==> src/rtl/sipo_pkg.sv <==
// Shared types and helpers for the sipo_deser deserialiser.
// Optional parity frame support is selected with the SIPO_PARITY_EN macro.
package sipo_pkg;

  typedef enum logic {
    ST_EMPTY = 1'b0,
    ST_FULL  = 1'b1
  } out_state_t;

  // Counter width able to hold the value w.
  function automatic int cnt_width(input int w);
    return $clog2(w + 1);
  endfunction

`ifdef SIPO_PARITY_EN
  localparam int PARITY_BITS = 1;
`else
  localparam int PARITY_BITS = 0;
`endif

endpackage

==> src/rtl/sipo_shift_core.sv <==
// Shift register and bit counter for one serial frame.
// The frame is WIDTH data bits plus the optional parity bit (SIPO_PARITY_EN).
// word is the complete frame including the bit being sampled; it is only
// meaningful while word_done is high.
module sipo_shift_core
  import sipo_pkg::*;
#(
  parameter int WIDTH     = 8,
  parameter bit MSB_FIRST = 1'b1,
  parameter int CNT_W     = cnt_width(WIDTH + PARITY_BITS),
  localparam int FRAME_W  = WIDTH + PARITY_BITS
) (
  input  logic               clk,
  input  logic               rst,
  input  logic               en,
  input  logic               din,
  input  logic               clr,
  output logic [FRAME_W-1:0] word,
  output logic               word_done,
  output logic [CNT_W-1:0]   bit_cnt
);

  logic [FRAME_W-1:0] sh_q;
  logic [CNT_W-1:0]   cnt_q;
  logic [FRAME_W-1:0] shifted;
  logic               last_bit;

  assign last_bit = (cnt_q == CNT_W'(FRAME_W - 1));

  // New bit enters the LSB when MSB-first, the MSB when LSB-first.
  always_comb begin
    shifted = '0;
    if (MSB_FIRST) shifted = {sh_q[FRAME_W-2:0], din};
    else           shifted = {din, sh_q[FRAME_W-1:1]};
  end

  assign word      = shifted;
  assign word_done = en && !clr && last_bit;
  assign bit_cnt   = cnt_q;

  // Accumulate bits; restart the frame on clr or after the last bit.
  always_ff @(posedge clk or negedge rst) begin
    if (!rst) begin
      sh_q  <= '0;
      cnt_q <= '0;
    end else if (clr) begin
      sh_q  <= '0;
      cnt_q <= '0;
    end else if (en) begin
      if (last_bit) begin
        sh_q  <= '0;
        cnt_q <= '0;
      end else begin
        sh_q  <= shifted;
        cnt_q <= cnt_q + CNT_W'(1);
      end
    end
  end

endmodule

==> src/rtl/sipo_deser.sv <==
// Parametrised serial-to-parallel deserialiser with valid/ready output,
// selectable bit order, synchronous frame restart and sticky overrun.
// Define SIPO_PARITY_EN to append an even-parity bit to every frame and
// expose parity_err alongside dout.
//
// state    | meaning
// ---------+---------------------------------------------
// ST_EMPTY | no unconsumed word, dout_valid=0
// ST_FULL  | dout holds a word awaiting dout_ready
module sipo_deser
  import sipo_pkg::*;
#(
  parameter int WIDTH     = 8,
  parameter bit MSB_FIRST = 1'b1,
  parameter int CNT_W     = cnt_width(WIDTH + PARITY_BITS)
) (
  input  logic             clk,
  input  logic             rst,
  input  logic             en,
  input  logic             din,
  input  logic             clr,
  output logic [WIDTH-1:0] dout,
  output logic             dout_valid,
  input  logic             dout_ready,
  output logic [CNT_W-1:0] bit_cnt,
  output logic             overrun
`ifdef SIPO_PARITY_EN
  ,
  output logic             parity_err
`endif
);

  localparam int FRAME_W = WIDTH + PARITY_BITS;

  out_state_t         state;
  logic [FRAME_W-1:0] word;
  logic               word_done;
  logic [WIDTH-1:0]   word_data;

  sipo_shift_core #(
    .WIDTH     (WIDTH),
    .MSB_FIRST (MSB_FIRST),
    .CNT_W     (CNT_W)
  ) u_core (
    .clk       (clk),
    .rst       (rst),
    .en        (en),
    .din       (din),
    .clr       (clr),
    .word      (word),
    .word_done (word_done),
    .bit_cnt   (bit_cnt)
  );

  // The parity bit is always the last one received, so it sits at the
  // LSB end when MSB-first and at the MSB end when LSB-first.
  assign word_data = MSB_FIRST ? word[FRAME_W-1 -: WIDTH] : word[WIDTH-1:0];

`ifdef SIPO_PARITY_EN
  logic word_par_err;
  // Even parity over data plus parity bit: any odd count is an error.
  assign word_par_err = ^word;
`endif

  assign dout_valid = (state == ST_FULL);

  // Output holding register, handshake FSM and sticky overrun.
  always_ff @(posedge clk or negedge rst) begin
    if (!rst) begin
      state      <= ST_EMPTY;
      dout       <= '0;
      overrun    <= 1'b0;
`ifdef SIPO_PARITY_EN
      parity_err <= 1'b0;
`endif
    end else begin
      if (clr) overrun <= 1'b0;
      case (state)
        ST_EMPTY: begin
          if (word_done) begin
            dout  <= word_data;
            state <= ST_FULL;
`ifdef SIPO_PARITY_EN
            parity_err <= word_par_err;
`endif
          end
        end
        ST_FULL: begin
          if (word_done) begin
            if (dout_ready) begin
              dout <= word_data;
`ifdef SIPO_PARITY_EN
              parity_err <= word_par_err;
`endif
            end else begin
              // word_done implies clr=0, so this cannot fight the clear above.
              overrun <= 1'b1;
            end
          end else if (dout_ready) begin
            state <= ST_EMPTY;
          end
        end
        default: state <= ST_EMPTY;
      endcase
    end
  end

endmodule

==> config.mk <==
export PLATFORM = sky130hd
export DESIGN_NAME = sipo_deser
export DESIGN_NICKNAME = d
export VERILOG_FILES = /design/src/rtl/sipo_pkg.sv /design/src/rtl/sipo_shift_core.sv /design/src/rtl/sipo_deser.sv
export SDC_FILE = /design/constraint.sdc
export NUM_CORES = 1
export LEC_CHECK = 0
export BUFFER_PORTS_ARGS = -buffer_cell sky130_fd_sc_hd__buf_4
export CORE_MARGIN = 4
export CORE_UTILIZATION = 50
export DETAILED_ROUTE_END_ITERATION = 8
export GPL_ROUTABILITY_DRIVEN = 1
export GPL_TIMING_DRIVEN = 0
export PLACE_DENSITY = 0.75
export SLEW_MARGIN = 20
export SYNTH_ARGS = -nofsm -noshare
export SYNTH_HDL_FRONTEND = slang
export SYNTH_SLANG_ARGS = --single-unit
==> constraint.sdc <==
create_clock -name clk -period 1.79 [get_ports clk]
set_clock_uncertainty 0.05 [all_clocks]
set_input_delay 0.537 -clock clk [delete_from_list [all_inputs] [get_ports clk]]
set_output_delay 0.537 -clock clk [all_outputs]
set_load 0.005 [all_outputs]
* Yosys cells after proc, flatten, opt, wreduce, memory -nomap -nowiden *
Index checks and enable logic that the tools add are counted.

cells by class
  shift-type cells = 0
  add/sub/neg operators = 1
  equal/unequal tests = 4
  divide/modulo/power cells = 0
  muxes and demuxes = 18
  bitwise operators = 1
  reduce and logical (&&, ||, !) cells = 5
  magnitude comparators = 0
  $mul = 0

operators with widths
  operator             count
  $mux 8               3
  $mux 7               3
  $pmux 8 s2           1
  $mux 4               3
  $mux 1               7
  $add 4x1->4 const B  1
  $eq 4x3->1 const B   1
  $ne 2x1->1 const B   2
  $reduce_and 3->1     1
  $logic_and 1x1->1    2
  $ne 2x2->1 const B   1
  $pmux 1 s2           1
  $reduce_bool 2->1    1
  $logic_not 1->1      1
  $not 1->1            1

storage, ports and cells
  bits in registers = 21
  bits in read-only memories = 0
  output and inout bits = 14
  latch bits = 0
  RAM bits = 0
  memories = 0

* Depth between registers and ports, before layout *
  depth in word-level cells = 5
  depth in mapped cells = 5
  gate-level depth less buffers = 4

* Cells and area by module *
Synthesis repeated with hierarchy kept, for this count alone.

unflattened totals
  cell total of the unflattened synthesis = 60
  area, all modules = 888.4 um^2

modules (own cells, without submodules)
  module           instances  cells each  area each (um^2)
  sipo_shift_core  1          36          475.5
  sipo_deser       1          24          412.9

* Worst setup path before layout *
Ideal clock, no wire load.

  path type = register -> register
  from = register u_core.cnt_q[0], in the netlist u_core.bit_cnt[0]
  to = register dout[0]
  setup time = 125 ps
  stages on the path, launching flop included = 6
  buffers on the path = 1
  arrival time = 1395 ps
  path slack = 220 ps
  data required time = 1615 ps
  cells stage by stage = dfrtp_1 -> ha_1 -> and3b_1 -> and3b_1 -> buf_6 -> mux2_4

between the ends
  word-level cells in the longest chain between the ends = 4
  elaborated cells on any way between the ends = 5
  classes of those cells = eq/ne (3); reduce/logical (2)

RTL lines
  item                          line                   text
  start, declared               sipo_shift_core.sv:24  logic [CNT_W-1:0] cnt_q;
  start signal, assigned        sipo_shift_core.sv:55  cnt_q <= cnt_q + CNT_W'(1);
  $eq 4x3->1 *                  sipo_shift_core.sv:28  assign last_bit = (cnt_q == CNT_W'(FRAME_W - 1));
  $logic_and 1x1->1 *           sipo_shift_core.sv:38  assign word_done = en && !clr && last_bit;
  $ne 2x1->1 (no line)          --
  $reduce_and 3->1 (no line) *  --
  end signal, assigned          sipo_deser.sv:81       dout <= word_data;
  end signal, assigned          sipo_deser.sv:91       dout <= word_data;
  end, declared                 sipo_deser.sv:22       output logic [WIDTH-1:0] dout,

Every way passes the cells marked *; elsewhere a longest branch is shown, timed or not.
A chain may end at the register's enable or synchronous reset.

* Final worst setup path *
  from = register u_core.cnt_q[0], in the netlist u_core.bit_cnt[0]
  to = register dout[1]

Same word-level chain as after synthesis.

==> run metrics <==
Post-synth ARST share 100%; WP data arrival roughly 1.8 ns; setup TNS 0 ns; critical-path maximum fanout 8; via count 532; Nets 89; Slew HR between 60 and 70%; DR iter-0 viols 6; worst reg-to-reg setup slack about 0.15 ns; via density per instance 5.48; Post-synth EDFFs 0; deepest clock path buffer count 2; Fillers between 100 and 150; endpoints failing setup 0; Power, Total 759 uW; Register Area 526 sq um; syn avg cell area 14.7 sq um; final hold vios 0; drt pass-1 iters 4; most common cell in the synthesized netlist dfrtp_1; ANT nets after route 0; number of remaining DRC errors 0; Mapped Cells 58; setup ws final roughly 0.15 ns; Worst Path Required a little under 2 ns; Initial Utilization around 55%; f_max ~610 MHz; leak pwr approximately 0.55 nW; critical path startpoint category flop; transition time of the tightest slew-check pin 0.531 ns; post-cts sizing count 0; H-tree depth 1; area of the multi-input gates ~310 sq um; clock root buffer clkbuf_4; Pwr Density 728 nW/um^2; dpl hpwl about 1.0 mm; RSZ-0062 raised after global routing no; Final GP Congestion approximately 0.72; reg-to-reg startpoint u_core.bit_cnt[0]; clock slew at reported path FFs between 0.1 and 0.15 ns; CP Launch Point u_core.bit_cnt[0]; IO Pins 20; WL/cell 14.8 um; Synth top area share roughly 60%; first-pass GRT wire length ~2.6 mm; Rows 14; IO buf count 19; min Tclk post-route about 1.6 ns; ys flop type dfrtp_1; Antenna Cells 0; Synth area leaders dfrtp_1 (62%), mux2_4 (14%), a22o_1 (8.2%), nand2b_1 (2.2%), nor2_1 (2.2%); Die H between 40 and 50 um; Core ar. 1560 sq um; Synth top cells by count dfrtp_1 (21), a22o_1 (8), mux2_4 (8); Synthesized Nets 65; Mapped Area 853 sq um; post-synth top area cell dfrtp_1; register area share after synthesis roughly three fifths; Max VDD drop roughly 0.00046 V; Die X 49.3 um; Yosys warning count 0; postcts setup bufs 0; critical path endpoint category flop; CTS tree yes; WL final roughly 1.4 mm; part of the cycle the worst path needs between 90% and 100%; Slew Limit Fails 0; All-Layer GR Usage between 10% and 20%; clk_lat worst skew 0.30 ns; Clock Sinks 21; vias in the first global route approximately 570; CTS Buf Count 3; initial antenna violation count 0; Die ar. roughly 2400 sq um; max_cap viols 0; hold_buf cts 0; final global-route overflow total 0; setup slack at placement 0.0727 ns; status finished clean; largest net degree at the start of global routing 22; layout cells sized above 1 slightly below 40%; Layout area overhead 22.3%; post-synthesis register bit count 21; Yosys cell types 15; crit path kind flop to flop; Hold Path Class input pin to asynchronous set/reset pin
[metrics by stage]
stage / hold slack, ns / area, sq um / util (%) / std cells
floorplan: 0.191 / 853 / - / 58
global placement: 0.381 / 1020 / 65.2 / 93
detailed placement: 0.382 / 1020 / 65.2 / 93
CTS: 0.0449 / 1040 / 66.9 / 97
global route: 0.0328 / 1040 / 66.9 / 97
finish: 0.0471 / 1040 / 66.9 / 97
[routing by layer]
layer  part of all wire [%]  global-route usage (%)
met1                     45                    17.4
met2                     46                    21.7
met3                    6.1                    4.28
met4                    2.2                    8.53
met5                      0                       0
[where the power goes]
group	total, mW	switching, mW	internal [mW]
Combinational	0.0499	0.0265	0.0235
Sequential	0.489	0.00788	0.482
Clock	0.220	0.137	0.0832
Total	0.759	0.171	0.588
[worst max-delay path: stages, from the launching register on]
cell and delay, ns:
dfrtp_1 0.44, ha_1 0.23, and3b_1 0.20, and3b_1 0.17, buf_6 0.15, mux2_4 0.30
[cells in the final DEF (no fill, tap or decap), types with 2 or more instances in the layout]
master / netlist / final
a22o_1: 8 / 8
nand2b_1: 3 / 3
xnor2_1: 2 / 2
dfrtp_1: 21 / 21
clkbuf_4: 0 / 3
nor2_1: 5 / 5
mux2_4: 8 / 8
and3b_1: 2 / 2
nand2_1: 2 / 2
buf_4: 0 / 19
[flip-flops by register name, summed over array words and instances, names as in the netlist]
signal and cells:
overrun 1, u_core.bit_cnt 4, dout 8, dout_valid 1, u_core.sh_q 7
[logic make-up (layout without fill, tap and decap cells)]
logic type	Yosys count	after routing	synth area share, %
flip-flops	21	21	61.6
XOR/XNOR	3	3	3.08
AO/OA/AOI/OAI	9	9	8.95
AND/OR/NAND/NOR	13	13	7.92
buffers and inverters	2	25	1.76
adder cells (fa/ha/maj)	1	1	1.47
multiplexers	9	9	15.2
[worst paths after layout]
check                                     to  cells past startpoint
setup / recovery                     dout[1]                      5
hold / removal                       dout[7]                      1
setup reg to reg                     dout[1]                      5
hold reg to reg                      dout[2]                      1
max in group asynchronous            dout[2]                      1
min in group clk           u_core.bit_cnt[2]                      2
[cell type report]
cell class | count | share of cell area, %
buffer | 1 | 1.08
clock buffer | 3 | 2.16
clock inverter | 1 | 0.480
multi-input combinational | 35 | 30.0
timing repair buffer | 19 | 13.7
sequential | 21 | 50.4
inverter | 1 | 0.360
tap | 16 | 1.92
Note: power is estimated with default switching activity, not from simulation.
